**src/rtl/stage_wb_unit_if.sv**
```systemverilog
// rtl/stage_wb_unit_if.sv - MEM/WB slot and regfile write-port bundle for stage_wb_unit
`ifndef REG_WIDTH
`define REG_WIDTH 32
`endif

interface stage_wb_unit_if #(
  parameter int REG_WIDTH = `REG_WIDTH,
  parameter int RD_WIDTH  = 5,
  parameter int CNT_WIDTH = 64
);
  localparam int OFF_WIDTH = $clog2(REG_WIDTH/8);

  logic                 MEM_WB_valid;
  logic                 MEM_WB_reg_wen;
  logic [RD_WIDTH-1:0]  MEM_WB_rd;
  logic [1:0]           MEM_WB_reg_wb_sel;
  logic [2:0]           MEM_WB_funct3;
  logic [OFF_WIDTH-1:0] MEM_WB_byte_off;
  logic [REG_WIDTH-1:0] MEM_WB_alu_out;
  logic [REG_WIDTH-1:0] MEM_WB_data_out;
  logic [REG_WIDTH-1:0] MEM_WB_pc_plus4;
  logic [REG_WIDTH-1:0] MEM_WB_csr_rdata;
  logic                 WB_stall;
  logic                 WB_flush;
  logic [REG_WIDTH-1:0] WB_data;
  logic [RD_WIDTH-1:0]  WB_rd;
  logic                 WB_wen;
  logic                 WB_misalign;
  logic [CNT_WIDTH-1:0] WB_instret;

  modport master (
    output MEM_WB_valid, MEM_WB_reg_wen, MEM_WB_rd, MEM_WB_reg_wb_sel, MEM_WB_funct3,
           MEM_WB_byte_off, MEM_WB_alu_out, MEM_WB_data_out, MEM_WB_pc_plus4,
           MEM_WB_csr_rdata, WB_stall, WB_flush,
    input  WB_data, WB_rd, WB_wen, WB_misalign, WB_instret
  );

  modport slave (
    input  MEM_WB_valid, MEM_WB_reg_wen, MEM_WB_rd, MEM_WB_reg_wb_sel, MEM_WB_funct3,
           MEM_WB_byte_off, MEM_WB_alu_out, MEM_WB_data_out, MEM_WB_pc_plus4,
           MEM_WB_csr_rdata, WB_stall, WB_flush,
    output WB_data, WB_rd, WB_wen, WB_misalign, WB_instret
  );
endinterface

```
**src/rtl/stage_wb_unit.sv**
```systemverilog
// rtl/stage_wb_unit.sv - write-back stage: source select, load align/extend, registered regfile port
`ifndef REG_WIDTH
`define REG_WIDTH 32
`endif

module stage_wb_unit #(
  parameter int REG_WIDTH = `REG_WIDTH,
  parameter int RD_WIDTH  = 5,
  parameter int CNT_WIDTH = 64
) (
  input  logic           clk,
  input  logic           reset_n,
  stage_wb_unit_if.slave bus
);
  localparam bit IS64 = (REG_WIDTH == 64);

  logic [REG_WIDTH-1:0] lane;
  logic [REG_WIDTH-1:0] load_data;
  logic [REG_WIDTH-1:0] sel_data;
  logic                 misalign;
  logic                 wen_next;

  logic [REG_WIDTH-1:0] data_q;
  logic [RD_WIDTH-1:0]  rd_q;
  logic                 wen_q;
  logic                 misalign_q;
  logic [CNT_WIDTH-1:0] instret_q;

  always_comb lane = bus.MEM_WB_data_out >> {bus.MEM_WB_byte_off, 3'b000};

  always_comb begin
    load_data = '0;
    case (bus.MEM_WB_funct3)
      3'b000:  load_data = REG_WIDTH'($signed(lane[7:0]));
      3'b001:  load_data = REG_WIDTH'($signed(lane[15:0]));
      3'b010:  load_data = REG_WIDTH'($signed(lane[31:0]));
      3'b100:  load_data = REG_WIDTH'(lane[7:0]);
      3'b101:  load_data = REG_WIDTH'(lane[15:0]);
      3'b110:  if (IS64) load_data = REG_WIDTH'(lane[31:0]);
      3'b011:  if (IS64) load_data = lane;
      default: load_data = '0;
    endcase
  end

  // 64-bit-only codes are treated as unknown loads on a 32-bit build, so they never flag
  always_comb begin
    misalign = 1'b0;
    if (bus.MEM_WB_reg_wb_sel == 2'b00) begin
      case (bus.MEM_WB_funct3)
        3'b001, 3'b101: misalign = bus.MEM_WB_byte_off[0];
        3'b010:         misalign = |bus.MEM_WB_byte_off[1:0];
        3'b110:         misalign = IS64 && (|bus.MEM_WB_byte_off[1:0]);
        3'b011:         misalign = IS64 && (|bus.MEM_WB_byte_off);
        default:        misalign = 1'b0;
      endcase
    end
  end

  always_comb begin
    sel_data = load_data;
    case (bus.MEM_WB_reg_wb_sel)
      2'b01:   sel_data = bus.MEM_WB_alu_out;
      2'b10:   sel_data = bus.MEM_WB_pc_plus4;
      2'b11:   sel_data = bus.MEM_WB_csr_rdata;
      default: sel_data = load_data;
    endcase
  end

  always_comb wen_next = bus.MEM_WB_reg_wen & (bus.MEM_WB_rd != '0) & ~misalign;

  always_ff @(posedge clk or negedge reset_n) begin
    if (!reset_n) begin
      data_q     <= '0;
      rd_q       <= '0;
      wen_q      <= 1'b0;
      misalign_q <= 1'b0;
      instret_q  <= '0;
    end else begin
      misalign_q <= 1'b0;
      if (bus.WB_flush) begin
        wen_q <= 1'b0;
      end else if (bus.WB_stall) begin
        wen_q <= wen_q;
      end else if (bus.MEM_WB_valid) begin
        data_q     <= sel_data;
        rd_q       <= bus.MEM_WB_rd;
        wen_q      <= wen_next;
        misalign_q <= misalign;
        instret_q  <= instret_q + 1'b1;
      end else begin
        wen_q <= 1'b0;
      end
    end
  end

  assign bus.WB_data     = data_q;
  assign bus.WB_rd       = rd_q;
  assign bus.WB_wen      = wen_q;
  assign bus.WB_misalign = misalign_q;
  assign bus.WB_instret  = instret_q;
endmodule
```
**src/flat_wrapper.sv**
```systemverilog
// flat-port wrapper written by rule: the top's interface ports become plain ports
module stage_wb_unit_flat 
#(
  parameter int REG_WIDTH = `REG_WIDTH,
  parameter int RD_WIDTH  = 5,
  parameter int CNT_WIDTH = 64
)
  (clk, reset_n, bus_MEM_WB_valid, bus_MEM_WB_reg_wen, bus_MEM_WB_rd, bus_MEM_WB_reg_wb_sel, bus_MEM_WB_funct3, bus_MEM_WB_byte_off, bus_MEM_WB_alu_out, bus_MEM_WB_data_out, bus_MEM_WB_pc_plus4, bus_MEM_WB_csr_rdata, bus_WB_stall, bus_WB_flush, bus_WB_data, bus_WB_rd, bus_WB_wen, bus_WB_misalign, bus_WB_instret);
  stage_wb_unit_if #(.REG_WIDTH(REG_WIDTH), .RD_WIDTH(RD_WIDTH), .CNT_WIDTH(CNT_WIDTH)) bus_i ();
  input  logic clk;
  input  logic reset_n;
  input wire logic [$bits(bus_i.MEM_WB_valid)-1:0] bus_MEM_WB_valid;
  input wire logic [$bits(bus_i.MEM_WB_reg_wen)-1:0] bus_MEM_WB_reg_wen;
  input wire logic [$bits(bus_i.MEM_WB_rd)-1:0] bus_MEM_WB_rd;
  input wire logic [$bits(bus_i.MEM_WB_reg_wb_sel)-1:0] bus_MEM_WB_reg_wb_sel;
  input wire logic [$bits(bus_i.MEM_WB_funct3)-1:0] bus_MEM_WB_funct3;
  input wire logic [$bits(bus_i.MEM_WB_byte_off)-1:0] bus_MEM_WB_byte_off;
  input wire logic [$bits(bus_i.MEM_WB_alu_out)-1:0] bus_MEM_WB_alu_out;
  input wire logic [$bits(bus_i.MEM_WB_data_out)-1:0] bus_MEM_WB_data_out;
  input wire logic [$bits(bus_i.MEM_WB_pc_plus4)-1:0] bus_MEM_WB_pc_plus4;
  input wire logic [$bits(bus_i.MEM_WB_csr_rdata)-1:0] bus_MEM_WB_csr_rdata;
  input wire logic [$bits(bus_i.WB_stall)-1:0] bus_WB_stall;
  input wire logic [$bits(bus_i.WB_flush)-1:0] bus_WB_flush;
  output wire logic [$bits(bus_i.WB_data)-1:0] bus_WB_data;
  output wire logic [$bits(bus_i.WB_rd)-1:0] bus_WB_rd;
  output wire logic [$bits(bus_i.WB_wen)-1:0] bus_WB_wen;
  output wire logic [$bits(bus_i.WB_misalign)-1:0] bus_WB_misalign;
  output wire logic [$bits(bus_i.WB_instret)-1:0] bus_WB_instret;
  assign bus_i.MEM_WB_valid = bus_MEM_WB_valid;
  assign bus_i.MEM_WB_reg_wen = bus_MEM_WB_reg_wen;
  assign bus_i.MEM_WB_rd = bus_MEM_WB_rd;
  assign bus_i.MEM_WB_reg_wb_sel = bus_MEM_WB_reg_wb_sel;
  assign bus_i.MEM_WB_funct3 = bus_MEM_WB_funct3;
  assign bus_i.MEM_WB_byte_off = bus_MEM_WB_byte_off;
  assign bus_i.MEM_WB_alu_out = bus_MEM_WB_alu_out;
  assign bus_i.MEM_WB_data_out = bus_MEM_WB_data_out;
  assign bus_i.MEM_WB_pc_plus4 = bus_MEM_WB_pc_plus4;
  assign bus_i.MEM_WB_csr_rdata = bus_MEM_WB_csr_rdata;
  assign bus_i.WB_stall = bus_WB_stall;
  assign bus_i.WB_flush = bus_WB_flush;
  assign bus_WB_data = bus_i.WB_data;
  assign bus_WB_rd = bus_i.WB_rd;
  assign bus_WB_wen = bus_i.WB_wen;
  assign bus_WB_misalign = bus_i.WB_misalign;
  assign bus_WB_instret = bus_i.WB_instret;
  stage_wb_unit #(.REG_WIDTH(REG_WIDTH), .RD_WIDTH(RD_WIDTH), .CNT_WIDTH(CNT_WIDTH)) u_core (.clk(clk), .reset_n(reset_n), .bus(bus_i));
endmodule
```
**config.mk**
```make
export PLATFORM = sky130hd
export DESIGN_NAME = stage_wb_unit_flat
export DESIGN_NICKNAME = d
export VERILOG_FILES = /design/src/rtl/stage_wb_unit_if.sv /design/src/rtl/stage_wb_unit.sv /design/src/flat_wrapper.sv
export SDC_FILE = /design/constraint.sdc
export NUM_CORES = 1
export LEC_CHECK = 0
export ABC_AREA = 1
export ABC_CLOCK_PERIOD_IN_PS = 2100
export CAP_MARGIN = 30
export CORE_MARGIN = 2
export CORE_UTILIZATION = 39
export CTS_CLUSTER_SIZE = 40
export DETAILED_ROUTE_END_ITERATION = 7
export PLACE_DENSITY = 0.82
export SKIP_CTS_REPAIR_TIMING = 1
export SYNTH_ARGS = -nofsm -noshare
export SYNTH_HDL_FRONTEND = slang
export SYNTH_SLANG_ARGS = --single-unit
```
**constraint.sdc**
```tcl
create_clock -name clk -period 2.1 [get_ports clk]
set_input_delay 0.42 -clock clk [delete_from_list [all_inputs] [get_ports clk]]
set_output_delay 0.42 -clock clk [all_outputs]
set_load 0.03 [all_outputs]
```
=== Word-level counts from Yosys, hierarchy flattened ===
Index checks and enable logic that the tools add are counted.

* Multiplexer cells: 10
* Equal/unequal tests: 8
* Reductions and logical operators: 6
* Bitwise operators: 5
* Shift operators: 1
* Add/subtract/negate cells: 1

{| class="wikitable"
|+ Operators by type and width
! cell !! count
|-
| one-hot mux 32 bit (5 select lines) || 1
|-
| one-hot mux 32 bit (3 select lines) || 1
|-
| adder 64 x 1 -> 64 bit (second input constant) || 1
|-
| right shift 32 x 5 -> 32 bit || 1
|-
| two-way mux 1 bit || 7
|-
| == test 3 bit (second input constant) || 2
|-
| nonzero test 5 bit || 1
|-
| == test 2 bit (second input constant) || 2
|-
| OR reduction 2 bit || 2
|-
| == test 3 x 1 -> 1 bit (second input constant) || 1
|-
| == test 3 x 2 -> 1 bit (second input constant) || 1
|-
| zero test 3 bit || 1
|-
| inverter 1 bit || 3
|-
| AND reduction 3 bit || 1
|-
| bitwise AND 1 bit || 2
|-
| == test 2 x 1 -> 1 bit (second input constant) || 1
|-
| zero test 2 bit || 1
|-
| != test 2 x 1 -> 1 bit (second input constant) || 1
|-
| one-hot mux 1 bit (2 select lines) || 1
|}

* Flip-flop bits (word level): 103
* Output and inout bits: 103
* Logic and storage cells: 36

=== Depth between registers and ports, before layout ===
* Depth in word-level cells: 9
* Mapped depth: 10
* Mapped depth without buffers: 10

=== Worst setup path before layout ===
No wires, ideal clock.

* Kind: register to register
* Start: reg u_core.instret_q[1], in the netlist u_core.bus.WB_instret[1]
* End: reg u_core.instret_q[62], in the netlist u_core.bus.WB_instret[62]
* Buffers on the path: 0
* Setup slack: 0.324 ns
* Data arrival time: 1.658 ns
* Cell stages (with the launch flop): 11
* Period minus slack after synthesis: 1.776 ns
* Setup time: 0.118 ns
* Cells stage by stage: dfrtp_1 ha_1 nand3_2 inv_1 nand3_4 nor2_4 nand3_4 nor2_4 nand2_1 nand2_1 nand2_1

* Longest elaborated chain between the ends: 1

{| class="wikitable"
|+ Ends and longest elaborated chain
! element !! line !! source
|-
| start, declared || stage_wb_unit.sv:27 || <nowiki>logic [CNT_WIDTH-1:0] instret_q;</nowiki>
|-
| start signal, assigned || stage_wb_unit.sv:89 || <nowiki>instret_q <= instret_q + 1'b1;</nowiki>
|-
| adder 64 x 1 -> 64 bit || stage_wb_unit.sv:89 ||
|}

Every way passes these cells.
A chain may end at the register's enable or synchronous reset.

=== Worst setup path after layout ===
* Start: reg u_core.instret_q[58], in the netlist u_core.bus.WB_instret[58]
* End: out bus_WB_instret[58]

{| class="wikitable"
|+ RTL lines
! element !! line !! source
|-
| end, declared || flat_wrapper.sv:28 || <nowiki>output wire logic [$bits(bus_i.WB_instret)-1:0] bus_WB_instret;</nowiki>
|}

No word-level cell between the ends.

==> flow_metrics.tcl <==
set metrics [dict create \
    drc 0 \
    dp.cells 1511 \
    ys_types 38 \
    p_leak_nw 4.58 \
    power.total_w 0.00571 \
    timing.rr.start "u_core.bus.WB_instret[2]" \
    cp_cell_sequence "clkdlybuf4s50_1" \
    rrSetupSlack_ns 0.24 \
    ys_seq_elements 103 \
    drv_cap 0 \
    start_kind "flop" \
    fp.dieH_um 137 \
    grt_overflow 0 \
    rows 48 \
    synth_area_um2 6900 \
    nNetsFinal 1444 \
    worst_r2r_path_depth 7 \
    place.gp.congestion 0.960 \
    port_buffers 248 \
    setup_viol 0 \
    die_w_um 137 \
    crit_end "bus_WB_instret[58]" \
    syn_to_final_growth_pct 47.8 \
    grt_pass1_wl_mm 37.4 \
    wl_per_cell_um 15.3 \
    insertion_delay_ns 0.35 \
    drt_iter0_drc 465 \
    htreeDepth 3 \
    cts_root_buffer "clkbuf_16" \
    status "complete, no violations" \
    grt_pass1_vias 7482 \
    antenna_cells 0 \
    firstDrtPassIters 5 \
    pwr_density_cell_nw_per_um2 559 \
    cts_buffer_depth 2 \
    path_delay_family "buffers and inverters" \
    worst_pin_slew_ns 0.485 \
    yosysWarnings 0 \
    tns_ns 0 \
    fmax_mhz 481 \
    initial_core_util_pct 39.9 \
    vias_per_cell 5.03 \
    nFillCells 1597 \
    vias 7677 \
    slew_viol_final 0 \
    critPathKind "flop to output port" \
    finalHoldViolations 0 \
    drive_gt1_share_pct 7.68 \
    critPathMaxStageDelay_ns 0.76 \
    path_clk_slew_ns 0.07 \
    clock_sinks 103 \
    crit_cells 1 \
    grt_max_degree 67 \
    cts_tree "done" \
    worstSetupEndpointType "output port" \
    post-route-min-period_ns 2.08 \
    synth-seq-area-share_pct 37.3 \
    worstHoldPathType "input pin to asynchronous set/reset pin" \
    cts_buffers 9 \
    worstPathRequired_ns 1.68 \
    ant_nets 0 \
    syn_avg_cell_area_um2 6.70 \
    stdcell_area_um2 10200 \
    startpoint "u_core.bus.WB_instret[58]" \
    antenna_found_initial 0 \
    worstPathBufferInverterCount 1 \
    cp_slowest_cell "clkdlybuf4s50_1" \
    crit_fanout 7 \
    stdcell_count 1527 \
    routed_wl_mm 23.4 \
    fp.coreArea_um2 17300 \
    grt_usage_pct 25.6 \
    postSynthCellCount 1031 \
    rsz0062_at_grt "no" \
    num_io_pins 249 \
    die-area_um2 18800 \
    post_dp_cell_area_um2 9920 \
    fin_crit_sh_pct 98.9 \
    relSlewSlack_pct 67.7 \
    r2r_end "u_core.bus.WB_instret[49]" \
    finClkSkew_ns 0.00708 \
    irDropWorstVdd_mv 0.417 \
    dp_hpwl_mm 19.2 \
    area.sequential_um2 2580 \
    arrival_ns 1.66 \
    multiInputGateArea_um2 3880 \
    syn_nets 1178 \
]
-- how the worst min path moves through the flow --
| stage | cells after the start | startpoint | slack [ns] | end |
|---|---|---|---|---|
| 4_1_cts | 2 | reset_n | 0.08 | u_core.bus.WB_instret[19] |
| 2_1_floorplan | 0 | reset_n | 0.12 | u_core.bus.WB_data[0] |
| 3_3_place_gp | 2 | reset_n | 0.45 | u_core.bus.WB_instret[19] |
| 6_report | 2 | reset_n | 0.06 | u_core.bus.WB_instret[19] |
| 5_1_grt | 2 | reset_n | 0.09 | u_core.bus.WB_instret[19] |
| 3_5_place_dp | 2 | reset_n | 0.46 | u_core.bus.WB_instret[19] |
-- state kept, by name, summed over array words and instances (netlist names) --
name,cells
u_core.bus.WB_misalign,1
u_core.bus.WB_wen,1
u_core.bus.WB_rd,5
u_core.bus.WB_data,32
u_core.bus.WB_instret,64
-- metal layers --
layer | up-vias | global-route usage (%) | wire [um]
met5 | - | 0 | 0
met4 | 0 | 8.65 | 569
met3 | 36 | 5.30 | 1700
met2 | 297 | 44.6 | 11600
met1 | 3524 | 31.4 | 9550
li1 | 3820 | - | -
-- cell type report --
cell class / instances / share of cell area (%)
Inverter: 75 / 2.76
Clock inverter: 4 / 0.294
Sequential cell: 103 / 25.3
Tap cell: 225 / 2.76
Clock buffer: 12 / 2.51
Multi-Input combinational cell: 818 / 38.1
Timing Repair Buffer: 290 / 28.4
-- cell usage in the layout (no fill, tap or decap), drive strengths merged, types with 3 or more instances in the layout --
cell type and instances:
a211oi 27, a21oi 33, a31oi 3, buf 43
clkbuf 12, clkdlybuf4s50 247, clkinvlp 4, dfrtp 103
inv 75, nand2 418, nand3 83, nand3b 5
nand4 18, nor2 152, nor3 7, o21ai 22
o21bai 3, xnor2 21, xor2 19
-- kinds of logic (layout without fill, tap and decap cells) --
| logic type | Yosys count | in the layout | synth area share [%] |
|---|---|---|---|
| compound gates | 90 | 90 | 7.77 |
| xor+xnor | 40 | 40 | 5.07 |
| fa+ha+maj | 1 | 1 | 0.181 |
| buf+inv | 110 | 381 | 6.47 |
| flops | 103 | 103 | 37.3 |
| simple gates | 687 | 687 | 43.2 |
-- metrics by stage --
step / utilization, % / hold slack [ns] / setup WS [ns]
global placement: 57.4 / 0.454 / -0.0994
floorplan: - / 0.124 / 0.324
CTS: 59.0 / 0.0844 / 0.0404
global route: 59.0 / 0.0939 / 0.00822
finish: 59.0 / 0.0555 / 0.0227
detailed placement: 57.4 / 0.461 / -0.100
-- synth_stat cells --
cell       number  area share, %
a211oi_1       27            2.9
a21oi_1        33            2.4
a31oi_1         3           0.27
a41oi_1         1           0.13
and2_1          2           0.18
and3_1          1          0.091
buf_1           1          0.054
buf_2           9           0.65
buf_4           2           0.22
buf_6           2           0.33
clkbuf_1       21            1.1
dfrtp_1       103             37
ha_1            1           0.18
inv_1          71            3.9
inv_2           4           0.22
nand2_1       412             22
nand2_2         5           0.45
nand2_4         1           0.16
nand3_1        76            5.5
nand3_2         4           0.58
nand3_4         3           0.76
nand3b_1        5           0.54
nand4_1        17            1.5
nand4_2         1           0.18
nor2_1        134            7.3
nor2_2         11            1.0
nor2_4          5           0.82
nor2_8          2           0.58
nor3_1          4           0.29
nor3_2          2           0.29
nor3_4          1           0.24
nor3b_4         1           0.27
o2111ai_1       1           0.13
o21ai_0        21            1.5
o21ai_1         1          0.072
o21bai_1        3           0.33
xnor2_1        21            2.7
xor2_1         19            2.4
-- power by group --
| group | internal (W) | switching [W] |
|---|---|---|
| combinational | 0.000784 | 0.000944 |
| clock | 0.000870 | 0.000769 |
| sequential | 0.00217 | 0.000173 |
| total | 0.00382 | 0.00189 |
No activity file was read; power rests on OpenSTA's default activity.
==> variant 1, RTL diff (same flow settings) <==
Make the reset (`reset_n`) synchronous in one clocked block.
--- a/src/rtl/stage_wb_unit.sv
+++ b/src/rtl/stage_wb_unit.sv
@@ -68,7 +68,7 @@
 
   always_comb wen_next = bus.MEM_WB_reg_wen & (bus.MEM_WB_rd != '0) & ~misalign;
 
-  always_ff @(posedge clk or negedge reset_n) begin
+  always_ff @(posedge clk) begin
     if (!reset_n) begin
       data_q     <= '0;
       rd_q       <= '0;
Check against the original RTL: differs if reset_n is asserted again (counterexample within 4 cycles, from zero or initial values and one cycle with reset_n low); with reset_n held inactive, the same outputs for 4 cycles.
==> variant 1 against the unedited design <==
- worst setup slack improved by 0.072 ns
- synthesized area shrank 3.6%
- design area fell by 2.4%
- core utilization up 0.83 points
- via count rose by 11%
- wire length grew 12%
- highest routed layer unchanged
- combinational power decreased by 46%
- critical path depth stayed put
- largest cell class unchanged
- sequential cell count is the same
- critical endpoint is now bus_WB_instret[31]
- power down 18%
- critical path type unchanged
==> variant 1: results (changes against the unedited design) <==
vias in the first global route - 8248 (was 7482)
Worst Clk Skew - 0.0113 ns (was 0.00708 ns)
status - finished, final reports clean (unchanged)
sequential cell area - 2060 um2 (was 2580 um2)
synth cell count leaders - nand2_1 (346), nor2_1 (147), nand3_1 (112) (was nand2_1 (412), nor2_1 (134), dfrtp_1 (103))
layout cells sized above 1 - 0.0768 (about the same)
Max Used Layer - met4 (unchanged)
Cell Pwr Density - 472 nW/um2 (was 559 nW/um2)
Detailed Route Iter0 Violations - 833 (was 465)
static leakage - 3.97 nW (was 4.58 nW)
Antenna diodes - 1 (was 0)
Vias/cell - 5.33 (was 5.03)
all-layer global routing usage - 0.292 (was 0.256)
Seq/Total Area, Yosys - 0.310 (was 0.373)
count of clock buffers in the final design - 9 (was 12)
crit-path max FO - 5 (was 7)
# fillers - 1556 (was 1597)
Worst slew margin - 0.599 (was 0.677)
synthesized cell area - 6660 um2 (was 6900 um2)
largest net degree at the start of global routing - 36 (was 67)
final hold violation count - 0 (unchanged)
asr flop ratio synth - 0 (was 1.00)
Area contributors post-synth - dfxtp_1 (31%), nand2_1 (20%), nand3_1 (8.4%) (was dfrtp_1 (37%), nand2_1 (22%), nor2_1 (7.3%))
depth of the CTS H-tree - 3 (unchanged)
syn nets - 1260 (was 1178)
DP Worst Slack - -0.123 ns (was -0.100 ns)
fin nets - 1523 (was 1444)
multi-input combinational area share - 0.403 (was 0.381)
#MultiIn Comb - 862 (was 818)
antenna violations before repair - 1 (was 0)
GPL Wtd Cong - 0.990 (was 0.960)
Hold Worst Slack - 0.459 ns (was 0.0555 ns)
buffering overhead - 0.292 (was 0.284)
arrival time at the worst endpoint - 1.59 ns (was 1.66 ns)
Vias - 8546 (was 7677)
met1 WL - 10400 um (was 9550 um)
HPWL Detailed - 21200 um (was 19200 um)
number of non-clock inverters - 103 (was 75)
Non-CTS buffers - 297 (was 290)
met2 wire len - 12200 um (was 11600 um)
FF-to-FF End - u_core.bus.WB_instret[63]$_SDFFE_PN0P_ (was u_core.bus.WB_instret[49]$_DFFE_PN0P_)
wire per inst - 16.4 um (was 15.3 um)
Post-Synthesis Cells - 1113 (was 1031)
reg2reg start - u_core.bus.WB_instret[31]$_SDFFE_PN0P_ (was u_core.bus.WB_instret[2]$_DFFE_PN0P_)
Hold Path End - u_core.bus.WB_data[23]$_SDFFE_PN0P_
Placed Cells - 1585 (was 1511)
Final clock-cell share - 0.0309 (was 0.0281)
post-synth cell types - 39 (was 38)
reg2reg path depth - 11 (was 7)
peak ir drop on the vdd network - 0.364 mV (was 0.417 mV)
DR WL met3 - 2560 um (was 1700 um)
==> variant 1: cell types whose count changed after synthesis, moves of 20 or more <==
cell,change
a21oi_1,+24
nand2_1,-66
inv_1,+25
dfrtp_1,-103
nand3_1,+36
dfxtp_1,+103
nand4_1,+20
o21ai_0,+42
==> variant 1: where the power goes <==
part | switching [mW] | internal [mW] | leakage (nW)
combinational | 0.464 | 0.466 | 2.99
sequential | 0.0219 | 1.99 | 0.834
clock | 0.821 | 0.940 | 0.144
total | 1.31 | 3.40 | 3.97
==> variant 1: worst max-delay path by stage <==
| stage | to | start | cells past startpoint |
|---|---|---|---|
| after floorplan | u_core.bus.WB_instret[52]$_SDFFE_PN0P_ | u_core.bus.WB_instret[1]$_SDFFE_PN0P_ | 10 |
| after global placement | u_core.bus.WB_data[10]$_SDFFE_PN0P_ | bus_MEM_WB_byte_off[0] | 10 |
| after detailed placement | u_core.bus.WB_instret[62]$_SDFFE_PN0P_ | bus_WB_stall | 11 |
| after CTS | bus_WB_instret[31] | u_core.bus.WB_instret[31]$_SDFFE_PN0P_ | 1 |
| after global routing | u_core.bus.WB_instret[52]$_SDFFE_PN0P_ | bus_WB_stall | 11 |
| final | bus_WB_instret[31] | u_core.bus.WB_instret[31]$_SDFFE_PN0P_ | 1 |
==> variant 1: per-layer routing <==
layer	global-route usage	vias up
met1	0.356	3856
met3	0.0781	79
li1	-	4160
met4	0.143	0
met5	0	-
met2	0.475	451
==> variant 1: cell families (layout without fill, tap and decap cells) <==
kind of cell,after synthesis,in the layout,share of synthesized area
AOI/OAI and AO/OA,158,158,0.132
and+or+nand+nor,696,696,0.459
DFF,103,103,0.310
buffers and inverters,148,416,0.0874
xor gates and xnor gates,7,7,0.00921
other,0,1,0
adders and majority gates,1,1,0.00188
==> variant 2, RTL diff (same flow settings) <==
Without the edit above. `REG_WIDTH`: 32 -> 64.
--- a/src/rtl/stage_wb_unit_if.sv
+++ b/src/rtl/stage_wb_unit_if.sv
@@ -1,6 +1,6 @@
 // rtl/stage_wb_unit_if.sv - MEM/WB slot and regfile write-port bundle for stage_wb_unit
 `ifndef REG_WIDTH
-`define REG_WIDTH 32
+`define REG_WIDTH 64
 `endif
 
 interface stage_wb_unit_if #(
Ports: changed (6 resized); port bits go from 249 to 410. No check against the original RTL was run, so the function may have changed too.
==> variant 2 against the unedited design <==
- synthesized cell count grew 43%
- clock skew grew 0.0033 ns
- design area grew 54%
- sequential power grew 33%
- sequential cell count grew 32
- critical path type unchanged
- wire length grew 83%
- fmax grew 0.23%
- worst hold slack gained 0.42 ns
- synthesized area grew 44%
- via count grew 58%
- worst setup slack gained 0.0048 ns
- power grew 65%
==> variant 2: results (changes against the unedited design) <==
final worst slack - 0.0274 ns (was 0.0227 ns)
met2 wire len - 21000 um (was 11600 um)
M1 GR Usage - 0.396 (was 0.314)
Post-Synthesis Cells - 1474 (was 1031)
static leakage - 7.08 nW (was 4.58 nW)
DR WL met3 - 3620 um (was 1700 um)
# fillers - 2306 (was 1597)
asr flop ratio synth - 1.00 (unchanged)
Cell Pwr Density - 600 nW/um2 (was 559 nW/um2)
vias in the first global route - 11800 (was 7482)
all-layer global routing usage - 0.315 (was 0.256)
depth of the CTS H-tree - 4 (was 3)
met1 WL - 17000 um (was 9550 um)
TritonCTS buffer count - 17 (was 9)
Area contributors post-synth - dfrtp_1 (34%), nand2_1 (18%), nor2_1 (6.4%) (was dfrtp_1 (37%), nand2_1 (22%), nor2_1 (7.3%))
Vias/cell - 5.36 (was 5.03)
IO Port Bufs - 409 (was 248)
Critical Path Start - u_core.bus.WB_instret[62]$_DFFE_PN0P_ (was u_core.bus.WB_instret[58]$_DFFE_PN0P_)
slowest cell delay on critical path - 0.73 ns (was 0.76 ns)
Detailed Route Iter0 Violations - 1090 (was 465)
GRT met3 Usage - 0.0571 (was 0.0530)
reg2reg path depth - 10 (was 7)
Routed Wire Length - 42700 um (was 23400 um)
fin nets - 2198 (was 1444)
largest net degree at the start of global routing - 76 (was 67)
FF-to-FF End - u_core.bus.WB_instret[34]$_DFFE_PN0P_ (was u_core.bus.WB_instret[49]$_DFFE_PN0P_)
sequential power share - 0.331 (was 0.410)
DP Worst Slack - -0.112 ns (was -0.100 ns)
peak ir drop on the vdd network - 0.435 mV (was 0.417 mV)
combinational share of power - 0.345 (was 0.303)
Hold/Removal Path Class - in -> async (unchanged)
reg2reg start - u_core.bus.WB_instret[0]$_DFFE_PN0P_ (was u_core.bus.WB_instret[2]$_DFFE_PN0P_)
Seq/Total Area, Yosys - 0.341 (was 0.373)
wire per inst - 18.9 um (was 15.3 um)
Final Cell Area - 15700 um2 (was 10200 um2)
layout cells sized above 1 - 0.101 (was 0.0768)
CP endpoint - bus_WB_instret[62] (was bus_WB_instret[58])
HPWL Detailed - 34300 um (was 19200 um)
status - finished, final reports clean (unchanged)
Post-DP Area - 15100 um2 (was 9920 um2)
Switch Pwr - 3.36 mW (was 1.89 mW)
synth cell count leaders - nand2_1 (470), nor2_1 (169), dfrtp_1 (135) (was nand2_1 (412), nor2_1 (134), dfrtp_1 (103))
setup slack, reg-to-reg - 0.16 ns (was 0.24 ns)
Worst Clk Skew - 0.0104 ns (was 0.00708 ns)
crit-path max FO - 5 (was 7)
post-synth cell types - 41 (was 38)
first-pass GRT wire length - 64900 um (was 37400 um)
Hold Worst Slack - 0.478 ns (was 0.0555 ns)
GPL Wtd Cong - 0.985 (was 0.960)
met2 usage in global routing - 0.551 (was 0.446)
Tightest Pin Transition - 0.707 ns (was 0.485 ns)
syn nets - 1750 (was 1178)
## variant 2: kinds of logic (layout without fill, tap and decap cells)
logic type,Yosys count,after routing,synth area share
AOI/OAI and AO/OA,265,265,0.164
xor gates and xnor gates,54,54,0.0477
adders and majority gates,1,1,0.00126
buffers and inverters,167,628,0.0718
DFF,135,135,0.341
and+or+nand+nor,852,852,0.374
## variant 2: worst reg2reg max path: stages (launching register included)
cell and delay, ns:
dfrtp_1 0.38, ha_1 0.18, nand3_1 0.15, nor2_2 0.22, nand3_2 0.12, nor2_4 0.16, nand2_2 0.12, nor3_4 0.11
buf_4 0.17, nand2_1 0.07, xor2_1 0.16
## variant 2: area by class of cell
type	count	share of cell area
tap	330	0.0263
clock inverter	15	0.0100
sequential	135	0.215
multi-input combinational	1172	0.373
timing repair buffer	513	0.329
inverter	83	0.0198
clock buffer	17	0.0271
